<file path="src/rtl/rr_arbiter8.sv">
// rr_arbiter8: eight-way round-robin arbiter with grant hold limit.
// Registers a one-hot grant, its encoded index and a valid flag. A grant
// lasts until the owner drops its request or HOLD_MAX cycles elapse, and
// every grant is followed by one dead (GAP) cycle before re-arbitration.
module rr_arbiter8 #(
    parameter int unsigned HOLD_MAX = 16,
    parameter int unsigned CNT_W    = 8
) (
    input  logic       clk,
    input  logic       rst_n,
    input  logic [7:0] req,
    output logic [7:0] gnt,
    output logic [2:0] gnt_idx,
    output logic       gnt_valid,
    output logic       timeout
);

    typedef enum logic [1:0] {
        IDLE  = 2'd0,
        GRANT = 2'd1,
        GAP   = 2'd2
    } state_t;

    state_t             state_q, state_d;
    logic [2:0]         ptr_q, ptr_d;
    logic [CNT_W-1:0]   hold_cnt_q, hold_cnt_d;
    logic [2:0]         owner_q, owner_d;
    logic [7:0]         gnt_q, gnt_d;
    logic [2:0]         gnt_idx_q, gnt_idx_d;
    logic               gnt_valid_q, gnt_valid_d;
    logic               timeout_q, timeout_d;

    logic [2:0]         cand;
    logic [2:0]         winner;
    logic               win_found;
    logic               hold_hit;

    assign hold_hit = (hold_cnt_q == CNT_W'(HOLD_MAX));

    // Winner search: first requesting index starting at ptr and wrapping mod 8.
    always_comb begin
        cand      = '0;
        winner    = '0;
        win_found = 1'b0;
        for (int unsigned k = 0; k < 8; k++) begin
            cand = ptr_q + 3'(k);
            if (!win_found && req[cand]) begin
                win_found = 1'b1;
                winner    = cand;
            end
        end
    end

    // Next-state and registered-output computation for the arbiter FSM.
    always_comb begin
        state_d     = state_q;
        ptr_d       = ptr_q;
        hold_cnt_d  = hold_cnt_q;
        owner_d     = owner_q;
        gnt_d       = gnt_q;
        gnt_idx_d   = gnt_idx_q;
        gnt_valid_d = gnt_valid_q;
        timeout_d   = 1'b0;

        unique case (state_q)
            IDLE, GAP: begin
                if (win_found) begin
                    state_d     = GRANT;
                    owner_d     = winner;
                    gnt_d       = 8'b1 << winner;
                    gnt_idx_d   = winner;
                    gnt_valid_d = 1'b1;
                    hold_cnt_d  = CNT_W'(1);
                end else begin
                    state_d     = IDLE;
                    gnt_d       = '0;
                    gnt_idx_d   = '0;
                    gnt_valid_d = 1'b0;
                    hold_cnt_d  = '0;
                end
            end

            GRANT: begin
                if (!req[owner_q] || hold_hit) begin
                    // Release and revoke share the same path; only a revoke
                    // (owner still requesting) raises timeout.
                    state_d     = GAP;
                    ptr_d       = owner_q + 3'd1;
                    gnt_d       = '0;
                    gnt_idx_d   = '0;
                    gnt_valid_d = 1'b0;
                    hold_cnt_d  = '0;
                    timeout_d   = req[owner_q];
                end else begin
                    hold_cnt_d = hold_cnt_q + CNT_W'(1);
                end
            end

            default: begin
                state_d     = IDLE;
                gnt_d       = '0;
                gnt_idx_d   = '0;
                gnt_valid_d = 1'b0;
                hold_cnt_d  = '0;
            end
        endcase
    end

    // State and output registers with asynchronous active-low reset.
    always_ff @(posedge clk or negedge rst_n) begin
        if (!rst_n) begin
            state_q     <= IDLE;
            ptr_q       <= '0;
            hold_cnt_q  <= '0;
            owner_q     <= '0;
            gnt_q       <= '0;
            gnt_idx_q   <= '0;
            gnt_valid_q <= 1'b0;
            timeout_q   <= 1'b0;
        end else begin
            state_q     <= state_d;
            ptr_q       <= ptr_d;
            hold_cnt_q  <= hold_cnt_d;
            owner_q     <= owner_d;
            gnt_q       <= gnt_d;
            gnt_idx_q   <= gnt_idx_d;
            gnt_valid_q <= gnt_valid_d;
            timeout_q   <= timeout_d;
        end
    end

    assign gnt       = gnt_q;
    assign gnt_idx   = gnt_idx_q;
    assign gnt_valid = gnt_valid_q;
    assign timeout   = timeout_q;

    a_gnt_onehot0: assert property (@(posedge clk) disable iff (!rst_n)
        $onehot0(gnt_q));
    a_valid_matches: assert property (@(posedge clk) disable iff (!rst_n)
        gnt_valid_q == (|gnt_q));
    a_timeout_in_gap: assert property (@(posedge clk) disable iff (!rst_n)
        timeout_q |-> !gnt_valid_q);

endmodule

</file>
<file path="config.mk">
export PLATFORM = sky130hd
export DESIGN_NAME = rr_arbiter8
export DESIGN_NICKNAME = d
export VERILOG_FILES = /design/src/rtl/rr_arbiter8.sv
export SDC_FILE = /design/constraint.sdc
export NUM_CORES = 1
export LEC_CHECK = 0
export ABC_AREA = 1
export CORE_UTILIZATION = 61
export CTS_CLUSTER_SIZE = 40
export DETAILED_ROUTE_END_ITERATION = 8
export PLACE_DENSITY = 0.85
export SLEW_MARGIN = 20
export SYNTH_ARGS = -nofsm -noshare
export SYNTH_HDL_FRONTEND = slang
export SYNTH_SLANG_ARGS = --single-unit
</file>
<file path="constraint.sdc">
create_clock -name clk -period 4.32 [get_ports clk]
set_input_delay 0.648 -clock clk [delete_from_list [all_inputs] [get_ports clk]]
set_output_delay 0.648 -clock clk [all_outputs]
set_load 0.005 [all_outputs]
</file>
**Word-level counts from Yosys, hierarchy flattened**

Index checks and enable logic that the tools add are counted.

- Register bits after elaboration: 29
- Input bits: 10
- Output and inout bits: 13
- Logic and storage cells: 102

- $add $sub $neg: 9
- Order comparisons: 9
- Equality and inequality tests: 4
- Shift operators: 1
- Mux-type cells: 51
- Reductions and logical operators: 20

Operators by type and width:

| cell | number |
|---|---|
| $lt A3 B4 Y1 const B | 9 |
| $pmux W8 S2 | 2 |
| $mux W3 | 10 |
| $bmux W1 S3 | 9 |
| $mux W8 | 3 |
| $mux W1 | 23 |
| $add A3 B3 Y3 const B | 4 |
| $add A8 B1 Y8 const B | 1 |
| $eq A8 B5 Y1 const B | 1 |
| $logic_not A1 Y1 | 8 |
| $shl A1 B3 Y8 const A | 1 |
| $logic_and A1 B1 Y1 | 7 |
| $add A3 B1 Y3 const B | 2 |
| $add A3 B2 Y3 const B | 2 |
| $pmux W3 S2 | 1 |
| $pmux W2 S2 | 1 |
| $reduce_and A2 Y1 | 2 |
| $eq A2 B1 Y1 const B | 1 |
| $eq A2 B2 Y1 const B | 1 |
| $logic_not A2 Y1 | 1 |
| $mux W2 | 1 |
| $ne A2 B2 Y1 const B | 1 |
| $pmux W1 S2 | 1 |
| $reduce_or A2 Y1 | 1 |
| $logic_or A1 B1 Y1 | 1 |

**Depth between registers and ports, before layout**

Gate-level depths: netlist (run 1).

- Word-level depth: 27
- Mapped depth: 20
- Depth with buffers taken out: 18

**Least setup slack after synthesis (run 1)**

No wires, ideal clock.

- Path type: reg2reg
- Start: register ptr_q[0]
- End: register gnt_q[1] (netlist: gnt[1])
- Setup time: 65 ps
- Data arrival time: 2,304 ps
- Required time: 4,255 ps
- Slack: 1,950 ps
- Cell stages (with the launch flop): 18
- Buffers on the path: 2
- Period minus slack after synthesis: 2,370 ps
- Cells stage by stage: dfrtp_1 > buf_6 > inv_4 > buf_12 > ha_1 > inv_1 > nand3_2 > nand3_2 > nand2_4 > nor2_8 > nand4_4 > nor2_4 > nand4_1 > nand2_2 > inv_2 > nor2_2 > nand2_1 > nand2_1

- Word-level cells in the longest chain between the ends: 27
- Elaborated cells on any way between the ends: 56
- Those cells by class: add/sub: 7; shift: 1; mux: 34; reduce/logical: 14

RTL lines:

| element | line | source |
|---|---|---|
| start, declared | 25 | `logic [2:0] ptr_q, ptr_d;` |
| start signal, assigned | 122 | `ptr_q <= ptr_d;` |
| parallel branches: the longest is 25 deep, another holds $add A3 B1 Y3 | -- |  |
| $mux W8 * | 67 | `if (win_found) begin` |
| $pmux W8 S2 * | 65 | `unique case (state_q)` |
| end signal, assigned | 125 | `gnt_q <= gnt_d;` |
| end, declared | 28 | `logic [7:0] gnt_q, gnt_d;` |

Every way passes the cells marked *. The select of a mux whose other input is x is not followed.
A chain may end at the register's enable or synchronous reset.

**Final worst setup path (run 1)**

- Start: register ptr_q[0]
- End: register gnt_q[0] (netlist: gnt[0])

Same word-level chain as after synthesis.

==> key figures, run 1 <==
Status
  • Status: completed

Die
  • Core Region: around 3400 µm²
  • Initial Utilization: 64.3%
  • Die Span Y: slightly above 60 µm
  • Die area: between 3000 and 4000 µm²
  • # IOs: 23
  • Cell Rows: 21
  • Die width: 61.8 µm

Detailed routing
  • # DRC: 0
  • 1st-iter DRT viols: between 100 and 150
  • Avg WL per Cell: between 10 and 15 µm
  • Vias per cell: around 5.4
  • Vias: roughly 2000
  • First drt pass iteration count: 4
  • Total Wirelength: around 4500 µm
  • Routed Antenna Nets: 0

Timing
  • Final hold viol count: 0
  • Worst slew pin tran: 0.463 ns
  • Worst setup margin: between 1 and 1.5 ns
  • Setup tns final: 0 ns
  • Fin crit share: between 60 and 70%
  • Slew HR: between 60% and 70%
  • Final setup viols: 0
  • Clock skew: 0.0105 ns
  • Max Transition Viols Final: 0
  • Minimum clock period: 2.90 ns
  • Max Clk Rate: 345 MHz
  • Unrepaired setup endpoints after global routing: no

Synthesis
  • Post-synth top flop: dfrtp_1
  • Mean post-synth cell area: 7.44 µm²
  • Distinct cells, synth: 33
  • Synthesized area: roughly 2200 µm²
  • Sequential share of the synthesized area: 32.1%
  • Synth warn: 0
  • FFs w/ async S/R, synth: 100%
  • Seq cells post-synth: 28
  • Cell count after synthesis: about 300
  • Post-synth EDFFs: 0
  • Mapped Nets: 308

Clock network
  • Post-CTS setup repair buffer count: 0
  • Longest Clk Path Bufs: 2
  • Clk pin slew, worst setup/hold paths: about 0.15 ns
  • Clock latency on the worst-skew pair: around 0.33 ns
  • CTS tree: yes
  • TritonCTS Sinks: 28
  • Hold_buf cts: 0
  • H-tree levels: 1
  • PostCTS Resize Cnt: 0
  • Clk root buf: clkbuf_4
  • Num CTS Buffers: 3

Layout
  • Final layout net count: 331
  • Most frequent cells in the layout: nand2_1 (80), nor2_1 (30), inv_1 (28), dfrtp_1 (28), nand3_1 (26)
  • Area grow syn2layout: 11.6%
  • Layout cells sized above 1: approximately 17%
  • Most common cell after layout, fill and taps aside: nand2_1
  • Diode count: 0
  • Design Area, Final: approximately 2400 µm²

Global route
  • GR Util All Layers: approximately 28%
  • Total grt overflow: 0
  • First-pass GRT wire length: about 7800 µm
  • Initial antenna violation count: 0
  • Pin count of the biggest net entering global routing: 29
  • Vias in the first global route: between 1500 and 2000

Critical path
  • Worst setup EP type: register
  • Crit path required time: 4.60 ns
  • Critical path peak fanout: 12
  • CP Data Arrival Time: around 3.2 ns
  • Critical-path top delay cell: dfrtp_1
  • Crit path kind: register to register
  • Worst-path cell chain: inv_4 -> ha_1 -> inv_1 -> nand3_2 -> nand2_1 -> inv_1 -> a31oi_1 -> nand2_1 -> nor2_1 -> nand2_1 -> nor2_1 -> nand3_1 -> nor2_2 -> nand2_1 -> nand2_1
  • CP peak stage delay: roughly 0.6 ns
  • Worst setup SP type: register
  • CP most frequent cell: nand2_1

Job
  • Max-Cap Viols: 0

Placed design
  • HPWL after DPL: 3570 µm
  • Setup WS pre-CTS: 1.49 ns
  • Port Buffers: 22
  • Post-DP Area: between 2000 and 2500 µm²
  • Final Wtd Congestion: between 0.9 and 1

Min path
  • Worst hold-check path type: register to register
==> path summary, 6_finish.rpt <==
check,to,cells after the start,startpoint,slack (ns)
worst min-delay path,gnt[3]$_DFFE_PN0P_,2,gnt[3]$_DFFE_PN0P_,0.50
worst max register to register,gnt[0]$_DFFE_PN0P_,15,ptr_q[0]$_DFFE_PN0P_,1.42
worst max-delay path,gnt[0]$_DFFE_PN0P_,15,ptr_q[0]$_DFFE_PN0P_,1.42
max in group asynchronous,ptr_q[0]$_DFFE_PN0P_,2,rst_n,3.40
worst min register to register,gnt[3]$_DFFE_PN0P_,2,gnt[3]$_DFFE_PN0P_,0.50
min in group asynchronous,gnt[7]$_DFFE_PN0P_,2,rst_n,0.66
==> cells in the mapped netlist, types with 2 or more instances <==
| library cell | n | area, µm² |
|---|---|---|
| a21oi_1 | 2 | 10.0 |
| a31oi_1 | 2 | 12.5 |
| buf_6 | 2 | 22.5 |
| dfrtp_1 | 28 | 701 |
| ha_1 | 5 | 62.6 |
| inv_1 | 28 | 105 |
| inv_2 | 7 | 26.3 |
| nand2_1 | 80 | 300 |
| nand2_2 | 7 | 43.8 |
| nand2_4 | 8 | 90.1 |
| nand3_1 | 26 | 130 |
| nand3_2 | 13 | 130 |
| nand4_1 | 9 | 56.3 |
| nor2_1 | 30 | 113 |
| nor2_2 | 5 | 31.3 |
| nor2_4 | 3 | 33.8 |
| nor3_1 | 3 | 15.0 |
| o21ai_0 | 15 | 75.1 |
| xnor2_1 | 4 | 35.0 |
| xor2_1 | 3 | 26.3 |
==> state kept, by name, summed over array words and instances (netlist names) <==
signal	flops
owner_q	3
timeout	1
ptr_q	3
hold_cnt_q	8
gnt	8
gnt_idx	3
state_q	2
==> critical path: cells and delay by family, from the launching register on <==
kind / cells / cell delay (ns)
compound gates: 1 / 0.28
fa+ha+maj: 1 / 0.44
buf+inv: 3 / 0.49
flops: 1 / 0.60
simple gates: 10 / 1.04
==> metrics by stage <==
| stage | cells | utilization, % | hold WS (ns) |
|---|---|---|---|
| finish | 361 | 71.8 | 0.496 |
| global route | 361 | 71.8 | 0.541 |
| CTS | 361 | 71.8 | 0.503 |
| detailed placement | 357 | 70.7 | 0.468 |
| global placement | 357 | 70.7 | 0.465 |
| floorplan | 293 | - | 0.352 |
==> kinds of logic (layout without fill, tap and decap cells) <==
family,Yosys count,after routing,share of synthesized area [%]
buffers and inverters,42,64,9.87
xor gates and xnor gates,8,8,3.56
and+or+nand+nor,189,189,46.6
adders and majority gates,5,5,2.87
AOI/OAI and AO/OA,21,21,4.99
DFF,28,28,32.1
==> layer usage <==
layer | GRT usage (%) | part of all wire [%] | wire length, µm
met1 | 37.2 | 48 | 2170
met2 | 46.1 | 47 | 2110
met3 | 5.18 | 4.1 | 187
met4 | 6.67 | 1.3 | 61
met5 | 0 | 0 | 0
==> cell type report <==
cell class | count | area, µm²
multi-input cells | 223 | 1260
fillers | 282 | 956
flip-flops and latches | 28 | 701
repair buffers | 23 | 228
inverters | 37 | 146
well taps | 46 | 57.6
clock buffers | 4 | 36.3
Power of run 1 is not shown: default switching activity piles up to over one toggle a cycle in this logic, so the estimate is an artifact.
==> inputs of run 2 (changes only) <==
--- a/config.mk
+++ b/config.mk
@@ -6,10 +6,10 @@
 export NUM_CORES = 1
 export LEC_CHECK = 0
 export ABC_AREA = 1
-export CORE_UTILIZATION = 61
+export CORE_UTILIZATION = 57
 export CTS_CLUSTER_SIZE = 40
 export DETAILED_ROUTE_END_ITERATION = 8
-export PLACE_DENSITY = 0.85
+export PLACE_DENSITY = 0.8
 export SLEW_MARGIN = 20
 export SYNTH_ARGS = -nofsm -noshare
 export SYNTH_HDL_FRONTEND = slang
==> constraint.sdc (replaced) <==
create_clock -name clk -period 3 [get_ports clk]
set_input_delay 0.45 -clock clk [delete_from_list [all_inputs] [get_ports clk]]
set_output_delay 0.45 -clock clk [all_outputs]
set_load 0.005 [all_outputs]
==> run 2 against run 1 <==
Against the previous run: sequential cell count is the same; die area grew 6.8%; critical endpoint is now gnt[3]$_DFFE_PN0P_; non-clock buffer count grew 4; cell count grew 1.7%.
==> key figures, run 2 (synthesis gave the netlist of run 1 again) <==
Layout
  • Most common cell after layout, fill and taps aside: nand2_1
  • Diode count: 0 (unchanged)
  • Most frequent cells in the layout: nand2_1 (80), nor2_1 (30), inv_1 (28), dfrtp_1 (28), nand3_1 (26)
  • Final layout net count: 335 (+1.2%)
  • Area grow syn2layout: 14.7%
  • Layout cells sized above 1: 18.2% (+1.0 points)

Timing
  • Worst slew pin tran: 0.480 ns (+0.0170 ns)
  • Setup tns final: 0 ns (unchanged)
  • Final hold viol count: 0 (unchanged)
  • Slew HR: 68.0% (-1.1 points)
  • Minimum clock period: 2.66 ns (-0.243 ns)
  • Clock skew: 0.0113 ns (+0.000795 ns)
  • Max Clk Rate: 376 MHz (+9.2%)
  • Fin crit share: 88.6% (+21 points)
  • Final setup viols: 0 (unchanged)
  • Max Transition Viols Final: 0 (unchanged)
  • Unrepaired setup endpoints after global routing: no
  • Worst setup margin: 0.343 ns (-1.08 ns)

Critical path
  • Critical-path top delay cell: dfrtp_1
  • Crit path required time: 3.18 ns (-1.42 ns)
  • CP bufs+invs: 3 (unchanged)
  • CP most frequent cell: nand2_1
  • Worst setup EP type: register
  • Critical path peak fanout: 11 (-1)
  • CP peak stage delay: 0.57 ns (-0.03 ns)
  • Crit path kind: register to register
  • CP Data Arrival Time: 2.84 ns (-0.34 ns)
  • Crit-path leading delay family: simple AND/OR/NAND/NOR gates
  • Worst setup SP type: register
  • Worst-path cell chain: inv_4 -> ha_1 -> inv_1 -> nand3_2 -> nand2_1 -> nand2_1 -> nand2_2 -> nand3_4 -> o21ai_0 -> nand3_1 -> nand2_1 -> nand2_2 -> inv_2 -> nor2_2 -> nand2_1 -> nand2_1

Status
  • Status: completed

Clock network
  • TritonCTS Sinks: 28 (unchanged)
  • CTS tree: yes
  • Post-CTS setup repair buffer count: 0 (unchanged)
  • Hold_buf cts: 0 (unchanged)
  • H-tree levels: 1 (unchanged)
  • Clk root buf: clkbuf_8
  • Num CTS Buffers: 3 (unchanged)
  • Clock latency on the worst-skew pair: 0.28 ns (-0.05 ns)
  • Clk pin slew, worst setup/hold paths: 0.10 ns (-0.05 ns)
  • PostCTS Resize Cnt: 0 (unchanged)
  • Longest Clk Path Bufs: 2 (unchanged)

Die
  • Die Span Y: 63.9 µm (+3.3%)
  • Initial Utilization: 59.6% (-4.8 points)
  • Core Region: 3660 µm² (+8.0%)
  • Cell Rows: 22 (+4.8%)
  • Die area: 4080 µm² (+6.8%)
  • Die width: 63.9 µm (+3.3%)
  • # IOs: 23 (unchanged)

Detailed routing
  • # DRC: 0 (unchanged)
  • Vias: 1946 (-0.61%)
  • Vias per cell: 5.30 (-2.2%)
  • 1st-iter DRT viols: 111 (-12%)
  • Total Wirelength: 4590 µm (+1.3%)
  • Avg WL per Cell: 12.5 µm (-0.35%)
  • Routed Antenna Nets: 0 (unchanged)
  • First drt pass iteration count: 4 (unchanged)

Global route
  • Vias in the first global route: 1813 (-2.1%)
  • Total grt overflow: 0 (unchanged)
  • Pin count of the biggest net entering global routing: 29 (unchanged)
  • GR Util All Layers: 24.8% (-2.8 points)
  • First-pass GRT wire length: 7980 µm (+1.9%)
  • Initial antenna violation count: 0 (unchanged)

Placed design
  • Port Buffers: 22 (unchanged)
  • Setup WS pre-CTS: 0.405 ns (-1.09 ns)
  • Final Wtd Congestion: 0.940 (+4.4%)
  • HPWL after DPL: 3550 µm (-0.61%)

Min path
  • Worst hold-check path type: register to register

Job
  • Max-Cap Viols: 0 (unchanged)
[run 2: cell types whose count changed in the layout (fill, tap and decap cells not counted), sizes merged]
cell and delta:
buf +4, bufinv +1, clkbuf -1
[run 2: worst paths after layout]
kind | start | end | slack [ns] | cells after the start
min in group asynchronous | rst_n | gnt[7]$_DFFE_PN0P_ | 0.53 | 2
min | gnt_idx[0]$_DFFE_PN0P_ | gnt_idx[0]$_DFFE_PN0P_ | 0.49 | 2
max in group asynchronous | rst_n | ptr_q[0]$_DFFE_PN0P_ | 2.21 | 2
max reg2reg | ptr_q[0]$_DFFE_PN0P_ | gnt[3]$_DFFE_PN0P_ | 0.34 | 16
min reg2reg | gnt_idx[0]$_DFFE_PN0P_ | gnt_idx[0]$_DFFE_PN0P_ | 0.49 | 2
max | ptr_q[0]$_DFFE_PN0P_ | gnt[3]$_DFFE_PN0P_ | 0.34 | 16
[run 2: worst reg2reg max path, cell delays in order (launching register included)]
cell and delay (ns):
dfrtp_1 0.57, inv_4 0.05, ha_1 0.41, inv_1 0.24, nand3_2 0.14, nand2_1 0.13
nand2_1 0.08, nand2_2 0.09, nand3_4 0.09, o21ai_0 0.24, nand3_1 0.12, nand2_1 0.09
nand2_2 0.08, inv_2 0.08, nor2_2 0.04, nand2_1 0.06, nand2_1 0.04
[run 2: cell type report]
class                   instances  area, µm²
flip-flops and latches         28        701
multi-input cells             223       1260
inverters                      37        146
clock inverters                 1       30.0
fillers                       314       1160
repair buffers                 27        258
well taps                      48       60.1
clock buffers                   3       41.3
[run 2: metrics by stage]
step                      instance area (µm²)  util [%]  hold WS [ns]  cells
final                                    2500      68.3         0.488    367
after global routing                     2500      68.3         0.507    367
after CTS                                2500      68.3         0.492    367
after detailed placement                 2430      66.4         0.466    363
after global placement                   2430      66.4         0.467    363
after floorplan                          2180         -         0.154    293
[run 2: routing by layer]
layer	wire length [µm]	up-vias	share of wire [%]	track usage, %
li1	-	995	-	-
met1	2120	885	46	33.6
met2	2190	61	48	41.1
met3	243	5	5.3	3.75
met4	36	0	0.79	6.53
met5	0	-	0	0
Power of run 2 is left out for the same reason.
==> inputs of run 3 (changes only) <==
--- a/config.mk
+++ b/config.mk
@@ -10,6 +10,7 @@
 export CTS_CLUSTER_SIZE = 40
 export DETAILED_ROUTE_END_ITERATION = 8
 export PLACE_DENSITY = 0.8
+export SKIP_LAST_GASP = 1
 export SLEW_MARGIN = 20
 export SYNTH_ARGS = -nofsm -noshare
 export SYNTH_HDL_FRONTEND = slang
==> results of run 3 <==
Same layout as run 2: the final DEF is identical, and so are final timing and power.
Power of run 3 is left out for the same reason.
